### src/rtl/uart_rx_pkg.sv
// uart_rx_pkg: shared types and constants for the UART receive front end.
// Holds the deframer state enum, the legal oversampling ratios, the default
// data width, and the helper that maps any Prescale value onto a legal ratio.
package uart_rx_pkg;

   localparam int DATA_WIDTH_DEF = 8;

   localparam logic [5:0] PRESCALE_8  = 6'd8;
   localparam logic [5:0] PRESCALE_16 = 6'd16;
   localparam logic [5:0] PRESCALE_32 = 6'd32;

   typedef enum logic [2:0] {
      IDLE,
      START,
      DATA,
      PARITY,
      STOP
   } rx_state_e;

   // Anything other than 16 or 32 behaves as 8x oversampling.
   function automatic logic [5:0] legal_prescale(input logic [5:0] p);
      logic [5:0] r;
      case (p)
         PRESCALE_16: r = PRESCALE_16;
         PRESCALE_32: r = PRESCALE_32;
         default:     r = PRESCALE_8;
      endcase
      return r;
   endfunction

endpackage

### src/rtl/uart_rx_sampler.sv
// uart_rx_sampler: per-bit timing and 3-sample majority voter.
// Ports: clk_i/rst_i; active_i (frame in progress), data_phase_i (data bits
// being shifted), rx_s_i (synced line), prescale_i (latched ratio);
// outputs sampled_bit_o, bit_done_o (last oversample tick of a bit),
// last_bit_o (current data bit is the final one).
module uart_rx_sampler
   import uart_rx_pkg::*;
#(
   parameter int DATA_WIDTH = DATA_WIDTH_DEF
) (
   input  logic       clk_i,
   input  logic       rst_i,
   input  logic       active_i,
   input  logic       data_phase_i,
   input  logic       rx_s_i,
   input  logic [5:0] prescale_i,
   output logic       sampled_bit_o,
   output logic       bit_done_o,
   output logic       last_bit_o
);

   localparam int BCW = (DATA_WIDTH > 1) ? $clog2(DATA_WIDTH) : 1;

   logic [5:0]     edge_cnt_q, edge_cnt_d;
   logic [BCW-1:0] bit_cnt_q, bit_cnt_d;
   logic [2:0]     smp_q, smp_d;
   logic [5:0]     half;

   assign half = prescale_i >> 1;

   assign bit_done_o    = active_i && (edge_cnt_q == (prescale_i - 6'd1));
   assign last_bit_o    = (bit_cnt_q == BCW'(DATA_WIDTH - 1));
   assign sampled_bit_o = (smp_q[0] & smp_q[1]) | (smp_q[0] & smp_q[2]) |
                          (smp_q[1] & smp_q[2]);

   always_comb begin
      // edge_cnt sits at 0 while idle so the start-detection cycle is tick 0.
      edge_cnt_d = '0;
      if (active_i && !bit_done_o) begin
         edge_cnt_d = edge_cnt_q + 6'd1;
      end

      smp_d = smp_q;
      if (active_i) begin
         if (edge_cnt_q == (half - 6'd1)) smp_d[0] = rx_s_i;
         if (edge_cnt_q == half)          smp_d[1] = rx_s_i;
         if (edge_cnt_q == (half + 6'd1)) smp_d[2] = rx_s_i;
      end

      bit_cnt_d = bit_cnt_q;
      if (!data_phase_i) begin
         bit_cnt_d = '0;
      end else if (bit_done_o) begin
         bit_cnt_d = last_bit_o ? '0 : bit_cnt_q + BCW'(1);
      end
   end

   always_ff @(posedge clk_i or posedge rst_i) begin
      if (rst_i) begin
         edge_cnt_q <= '0;
         bit_cnt_q  <= '0;
         smp_q      <= '0;
      end else begin
         edge_cnt_q <= edge_cnt_d;
         bit_cnt_q  <= bit_cnt_d;
         smp_q      <= smp_d;
      end
   end

endmodule

### src/rtl/uart_rx_frame.sv
// uart_rx_frame: UART receive deframer feeding the clock-domain data synchronizer.
// Ports: CLK/RST (async high); RX_IN serial line; PAR_EN/PAR_TYP/Prescale framing
// config (latched at start); P_DATA last good byte, data_valid 1-cycle strobe,
// par_err/stp_err error flags of the most recent frame.
module uart_rx_frame
   import uart_rx_pkg::*;
#(
   parameter int DATA_WIDTH = DATA_WIDTH_DEF
) (
   input  logic                  CLK,
   input  logic                  RST,
   input  logic                  RX_IN,
   input  logic                  PAR_EN,
   input  logic                  PAR_TYP,
   input  logic [5:0]            Prescale,
   output logic [DATA_WIDTH-1:0] P_DATA,
   output logic                  data_valid,
   output logic                  par_err,
   output logic                  stp_err
);

   rx_state_e             state_q, state_d;
   logic [1:0]            sync_q;
   logic                  rx_s;
   logic [5:0]            prescale_q;
   logic                  par_en_q, par_typ_q;
   logic                  cfg_load;
   logic [DATA_WIDTH-1:0] shift_q, shift_d;
   logic [DATA_WIDTH-1:0] p_data_q, p_data_d;
   logic                  data_valid_q, data_valid_d;
   logic                  par_err_q, par_err_d;
   logic                  stp_err_q, stp_err_d;
   logic                  sampled_bit, bit_done, last_bit;

   assign rx_s = sync_q[1];

   uart_rx_sampler #(.DATA_WIDTH(DATA_WIDTH)) u_sampler (
      .clk_i         (CLK),
      .rst_i         (RST),
      .active_i      (state_q != IDLE),
      .data_phase_i  (state_q == DATA),
      .rx_s_i        (rx_s),
      .prescale_i    (prescale_q),
      .sampled_bit_o (sampled_bit),
      .bit_done_o    (bit_done),
      .last_bit_o    (last_bit)
   );

   always_comb begin
      state_d      = state_q;
      shift_d      = shift_q;
      p_data_d     = p_data_q;
      data_valid_d = 1'b0;
      par_err_d    = par_err_q;
      stp_err_d    = stp_err_q;
      cfg_load     = 1'b0;
      case (state_q)
         IDLE: begin
            if (!rx_s) begin
               state_d   = START;
               cfg_load  = 1'b1;
               par_err_d = 1'b0;
               stp_err_d = 1'b0;
            end
         end
         START: begin
            if (bit_done) begin
               if (sampled_bit) begin
                  state_d = IDLE;
               end else begin
                  // A back-to-back start skips IDLE, so the previous
                  // frame's flags are dropped once this start is confirmed.
                  state_d   = DATA;
                  par_err_d = 1'b0;
                  stp_err_d = 1'b0;
               end
            end
         end
         DATA: begin
            if (bit_done) begin
               shift_d = {sampled_bit, shift_q[DATA_WIDTH-1:1]};
               if (last_bit) begin
                  state_d = par_en_q ? PARITY : STOP;
               end
            end
         end
         PARITY: begin
            if (bit_done) begin
               if (sampled_bit != ((^shift_q) ^ par_typ_q)) begin
                  par_err_d = 1'b1;
               end
               state_d = STOP;
            end
         end
         STOP: begin
            if (bit_done) begin
               stp_err_d = !sampled_bit;
               if (!par_err_q && sampled_bit) begin
                  p_data_d     = shift_q;
                  data_valid_d = 1'b1;
               end
               // The line already shows the next bit here; low means a new frame.
               if (!rx_s) begin
                  state_d  = START;
                  cfg_load = 1'b1;
               end else begin
                  state_d = IDLE;
               end
            end
         end
         default: state_d = IDLE;
      endcase
   end

   always_ff @(posedge CLK or posedge RST) begin
      if (RST) begin
         sync_q       <= 2'b11;
         state_q      <= IDLE;
         prescale_q   <= PRESCALE_8;
         par_en_q     <= 1'b0;
         par_typ_q    <= 1'b0;
         shift_q      <= '0;
         p_data_q     <= '0;
         data_valid_q <= 1'b0;
         par_err_q    <= 1'b0;
         stp_err_q    <= 1'b0;
      end else begin
         sync_q       <= {sync_q[0], RX_IN};
         state_q      <= state_d;
         shift_q      <= shift_d;
         p_data_q     <= p_data_d;
         data_valid_q <= data_valid_d;
         par_err_q    <= par_err_d;
         stp_err_q    <= stp_err_d;
         if (cfg_load) begin
            prescale_q <= legal_prescale(Prescale);
            par_en_q   <= PAR_EN;
            par_typ_q  <= PAR_TYP;
         end
      end
   end

   assign P_DATA     = p_data_q;
   assign data_valid = data_valid_q;
   assign par_err    = par_err_q;
   assign stp_err    = stp_err_q;

endmodule

### config.mk
export PLATFORM = sky130hd
export DESIGN_NAME = uart_rx_frame
export DESIGN_NICKNAME = d
export VERILOG_FILES = /design/src/rtl/uart_rx_pkg.sv /design/src/rtl/uart_rx_sampler.sv /design/src/rtl/uart_rx_frame.sv
export SDC_FILE = /design/constraint.sdc
export NUM_CORES = 1
export LEC_CHECK = 0
export ABC_AREA = 1
export CORE_ASPECT_RATIO = 0.7
export CORE_UTILIZATION = 57
export DETAILED_ROUTE_END_ITERATION = 12
export PLACE_DENSITY_LB_ADDON = 0.08
export SLEW_MARGIN = 5
export SYNTH_ARGS = -nofsm -noshare
export SYNTH_HDL_FRONTEND = slang
export SYNTH_SLANG_ARGS = --single-unit
### constraint.sdc
create_clock -name CLK -period 2.3 [get_ports CLK]
set_input_delay 0.46 -clock CLK [delete_from_list [all_inputs] [get_ports CLK]]
set_output_delay 0.46 -clock CLK [all_outputs]
set_load 0.01 [all_outputs]
Word-level counts from Yosys, hierarchy flattened
Cells that the tools add are included.

word-level totals
  bits in registers = 44

cells by class
  add/sub/neg operators = 5
  eq/ne operators = 20
  mux-type cells = 29
  bitwise gates (word level) = 6
  reduce and logical (&&, ||, !) cells = 19

operators with widths
  kind                   number
  $mux W3                10
  $eq A6 B6 Y1           3
  $pmux W3 S5            1
  $mux W1                12
  $pmux W6 S2            1
  $reduce_and A6 Y1      2
  $ne A2 B2 Y1 const B   5
  $reduce_bool A3 Y1     3
  $reduce_and A2 Y1      4
  $reduce_xor A8 Y1      1
  $add A5 B1 Y6 const B  1
  $add A6 B1 Y6 const B  1
  $eq A3 B2 Y1 const B   2
  $eq A3 B3 Y1 const B   2
  $eq A6 B5 Y1           1
  $eq A6 B5 Y1 const B   1
  $eq A6 B6 Y1 const B   1
  $mux W6                1
  $ne A2 B1 Y1 const B   3
  $pmux W1 S3            2
  $sub A5 B1 Y6 const B  1
  $sub A6 B1 Y6 const B  1
  $reduce_and A5 Y1      1
  $add A3 B1 Y3 const B  1
  11 further kinds       18

Logic depth before layout (Yosys ltp)
  depth after elaboration = 7
  mapped depth = 13
  mapped depth without buffers = 13

Hierarchy
From an unflattened synthesis, not the netlist that was laid out.

unflattened totals
  cells, all modules = 350
  area total of the unflattened synthesis = 2521.2 µm²

modules (own cells, without submodules)
  module           times used  cells each  area an instance (µm²)
  uart_rx_frame    1           191         1462.7
  uart_rx_sampler  1           159         1058.5

Worst setup path before layout
OpenSTA, ideal clock, no wires.

  path kind = reg-to-reg
  from = register prescale_q[3]
  to = register prescale_q[5]
  setup time = 0.119 ns
  arrival time = 1.779 ns
  path slack = 0.402 ns
  stages on the path, launching flop included = 11
  path buffers = 0
  cells stage by stage = dfstp_2 > inv_2 > ha_1 > xnor2_1 > nor2_4 > nand3_4 > nand2_4 > nand2_4 > nor2_8 > nand2_4 > o21a_1

on the way
  cells in the longest elaborated chain, start to end = 5

RTL lines
  element                   line                   RTL
  start: declaration        uart_rx_frame.sv:25    logic [5:0] prescale_q;
  start signal: assignment  uart_rx_frame.sv:136   prescale_q <= legal_prescale(Prescale);
  $sub A6 B1 Y6             uart_rx_sampler.sv:31  assign bit_done_o = active_i && (edge_cnt_q == (prescale_i - 6'd1));
  $eq A6 B6 Y1              uart_rx_sampler.sv:31
  $logic_and A1 B1 Y1       uart_rx_sampler.sv:31
  $mux W1                   uart_rx_frame.sv:96    if (bit_done) begin
  $pmux W1 S2               uart_rx_frame.sv:57    case (state_q)

No other way between the ends.
A chain may end at the register's enable or synchronous reset.

Worst setup path after layout
Ends and elaborated chain as after synthesis.

==> metrics.txt <==
GRT Util Overall=23.0%; total die area=4450 sq um; Critical Path RT=2480 ps; die width=79.3 um; Die Y=56.1 um; clk sinks=41; post-DP HPWL=3.25 mm; input/output buffers=21; Comb pwr share=40.5%; wire length of the first global-routing pass=7.76 mm; unrepaired setup endpoints after global routing=no; critical path class=reg -> reg; Worst-Margin Slew=512 ps; GPL Wtd Cong=0.889; crit path launch type=register; met3 Track Usage GR=4.92%; # H-tree levels=2; Hold Path End=sync_q[1]; initial antenna violation count=0; distinct cell type count after synthesis=33; Worst Skew=9.60 ps; post-synthesis sequential area ratio=43.2%; CP bufs+invs=1; CTS hold repair buffers=0; sequential share of power=40.0%; fin crit share=88.0%; peak supply drop=533 uV; Clk pwr share=19.4%; Initial DRT Pass Iterations=4; crit path DAT=2210 ps; reg-to-reg endpoint=prescale_q[5]; Finished Core Util=68.5%; Avg Inst Size Synth=8.13 sq um; Worst slew margin=65.9%; CTS tree=yes; fin. max-slew vios=0; Net Count, Synth=310; grt ovf=0; pin count of the biggest net entering global routing=42; DR WL/cell=11.6 um; GR Util met1=34.4%; Pwr per Cell Area=904 nW/um^2; Setup TNS Final=0 ps; proportion of layout cells with a drive suffix above 1=16.0%; # IOs=22; worst skew pair latency=300 ps; Final #Nets=336; upper clock frequency limit=0.494 GHz; CP Capture Type=register; GR Util met2=32.8%; Post-DRT Antenna Nets=0; hold_sp=sync_q[0]; CP max stage delay=570 ps; area delta synth->final=14.1%; r2r worst-path depth=10; core area=3970 sq um; Sw Share=40.3%; Pleak=1.35 nW; Synth Instances=293; Synthesis Warnings=0; status=complete, no violations; final WL=4.31 mm; internal power=1.47 mW; drt drc=0; CP Cell Sequence=inv_2, ha_1, xnor2_1, nor2_4, nand3_4, nand2_4, nand2_4, nor2_8, nand2_4, o21a_1; ant diodes=0; setup repair bufs after CTS=0; setup violators final=0; hold-critical path depth=0; filler cell count in the final layout=332; CP Max Fanout=9; Tmin final=2030 ps; NetSw=0.989 mW; Hold WC Path Type=reg -> reg; initial cell density of the core=60.0%; via count=1,842; initial DRC count=105; most used cell, CP=nand2_4; via/cell ratio=4.96; worst r2r src=prescale_q[3]; r2r setup slk=270 ps; Clock Pin Slew Worst Setup and Hold Paths=70 ps; cts bufs inserted=5; clock buffer depth=2; Top Usage Layer GRT=met1; Post-Syn Area=2380 sq um; max-cap check violation count=0; vias in the first global route=1,736; family with the most delay on the worst path=simple AND/OR/NAND/NOR gates; CTS Root Cell=clkbuf_8; Final Hold Vio Count=0; slowest stage cell, crit path=dfstp_2; post_cts resized=0; row count=19; Yosys reg bits=41
==> final cells by class <==
cell class,count,area [sq um],share of cell area [%]
multi-input combinational,209,1170,42.9
tap,52,65.1,2.39
sequential,41,1030,37.9
clock buffer,7,86.3,3.18
timing repair buffer,22,218,8.01
inverter,40,153,5.62
==> synthesized netlist by cell type, drive strengths merged <==
cell type	n	area, sq um
nand4	1	6.26
nor4b	1	8.76
nor3b	1	7.51
o22ai	2	18.8
dfrtp	38	951
xnor2	5	43.8
nor3	5	41.3
xor2	5	43.8
a21oi	3	15.0
o21ai	31	215
a21boi	1	7.51
nand2	103	432
or2	1	6.26
ha	6	75.1
nor2	29	148
o21a	2	15.0
nand3	13	82.6
dfstp	3	78.8
buf	3	33.8
inv	40	153
==> worst max-delay path by stage <==
stage,start,to,slack (ps),cells after the start
finish,prescale_q[3],prescale_q[5],270,10
CTS,prescale_q[3],prescale_q[5],260,10
detailed placement,prescale_q[3],prescale_q[5],280,10
global placement,prescale_q[3],prescale_q[5],320,10
global route,prescale_q[3],par_en_q,150,10
floorplan,prescale_q[3],prescale_q[5],400,10
==> state kept, by name, indices dropped and copies added (netlist names), 2 cells and up <==
name,count
prescale_q,3
state_q,3
P_DATA,8
u_sampler.edge_cnt_q,6
u_sampler.smp_q,3
sync_q,2
shift_q,8
u_sampler.bit_cnt_q,3
==> worst register-to-register path, delay by kind of cell, from the launching register on <==
| kind | cells | cell delay, ps |
|---|---|---|
| AOI/OAI and AO/OA | 1 | 100 |
| xor gates and xnor gates | 1 | 170 |
| adders and majority gates | 1 | 330 |
| buffers and inverters | 1 | 60 |
| DFF | 1 | 570 |
| and+or+nand+nor | 6 | 700 |
==> routing by layer <==
| metal | vias up | share of wire (%) |
|---|---|---|
| li1 | 970 | - |
| met1 | 826 | 54 |
| met2 | 41 | 39 |
| met3 | 5 | 5.2 |
| met4 | 0 | 1.2 |
| met5 | - | 0 |
==> kinds of logic (layout without fill, tap and decap cells) <==
logic type      after synthesis  after routing  share of synthesized area, %
fa+ha+maj                     6              6                          3.15
buf+inv                      43             69                          7.83
xor+xnor                     10             10                          3.68
flops                        41             41                          43.2
compound gates               39             39                          11.4
simple gates                154            154                          30.7
==> power groups by stage <==
| stage | Clock [mW] | Sequential (mW) | Combinational (mW) |
|---|---|---|---|
| final | 0.477 | 0.983 | 0.996 |
| after global routing | 0.509 | 1.00 | 1.14 |
| after CTS | 0.488 | 0.982 | 1.00 |
| after detailed placement | 0 | 0.995 | 0.993 |
| after global placement | 0 | 0.991 | 0.978 |
| after floorplan | 0 | 0.959 | 0.826 |
==> through the flow <==
| step | power [mW] | area, sq um | instances | hold slack [ps] | setup slack [ps] |
|---|---|---|---|---|---|
| after CTS | 2.47 | 2720 | 371 | 360 | 263 |
| after global routing | 2.65 | 2720 | 371 | 362 | 146 |
| final | 2.46 | 2720 | 371 | 358 | 275 |
| after detailed placement | 1.99 | 2630 | 364 | 350 | 276 |
| after floorplan | 1.79 | 2380 | 293 | 345 | 402 |
| after global placement | 1.97 | 2630 | 364 | 347 | 322 |
==> cell usage in the layout (no fill, tap or decap), types with 2 or more instances in the layout <==
master	Yosys	routed
o21ai_2	16	16
inv_2	6	6
xor2_1	5	5
nor2_1	25	25
o21ai_1	4	4
nand2_2	3	3
nor3_1	3	3
xnor2_1	5	5
ha_1	6	6
clkdlybuf4s50_1	0	21
a21oi_1	3	3
o21a_1	2	2
o21ai_0	11	11
clkbuf_8	0	6
dfrtp_1	38	38
inv_1	33	33
nand2_1	95	95
nand3_1	11	11
dfstp_2	3	3
nand2_4	5	5
nor2_4	3	3
(Power assumes the default switching activity.)
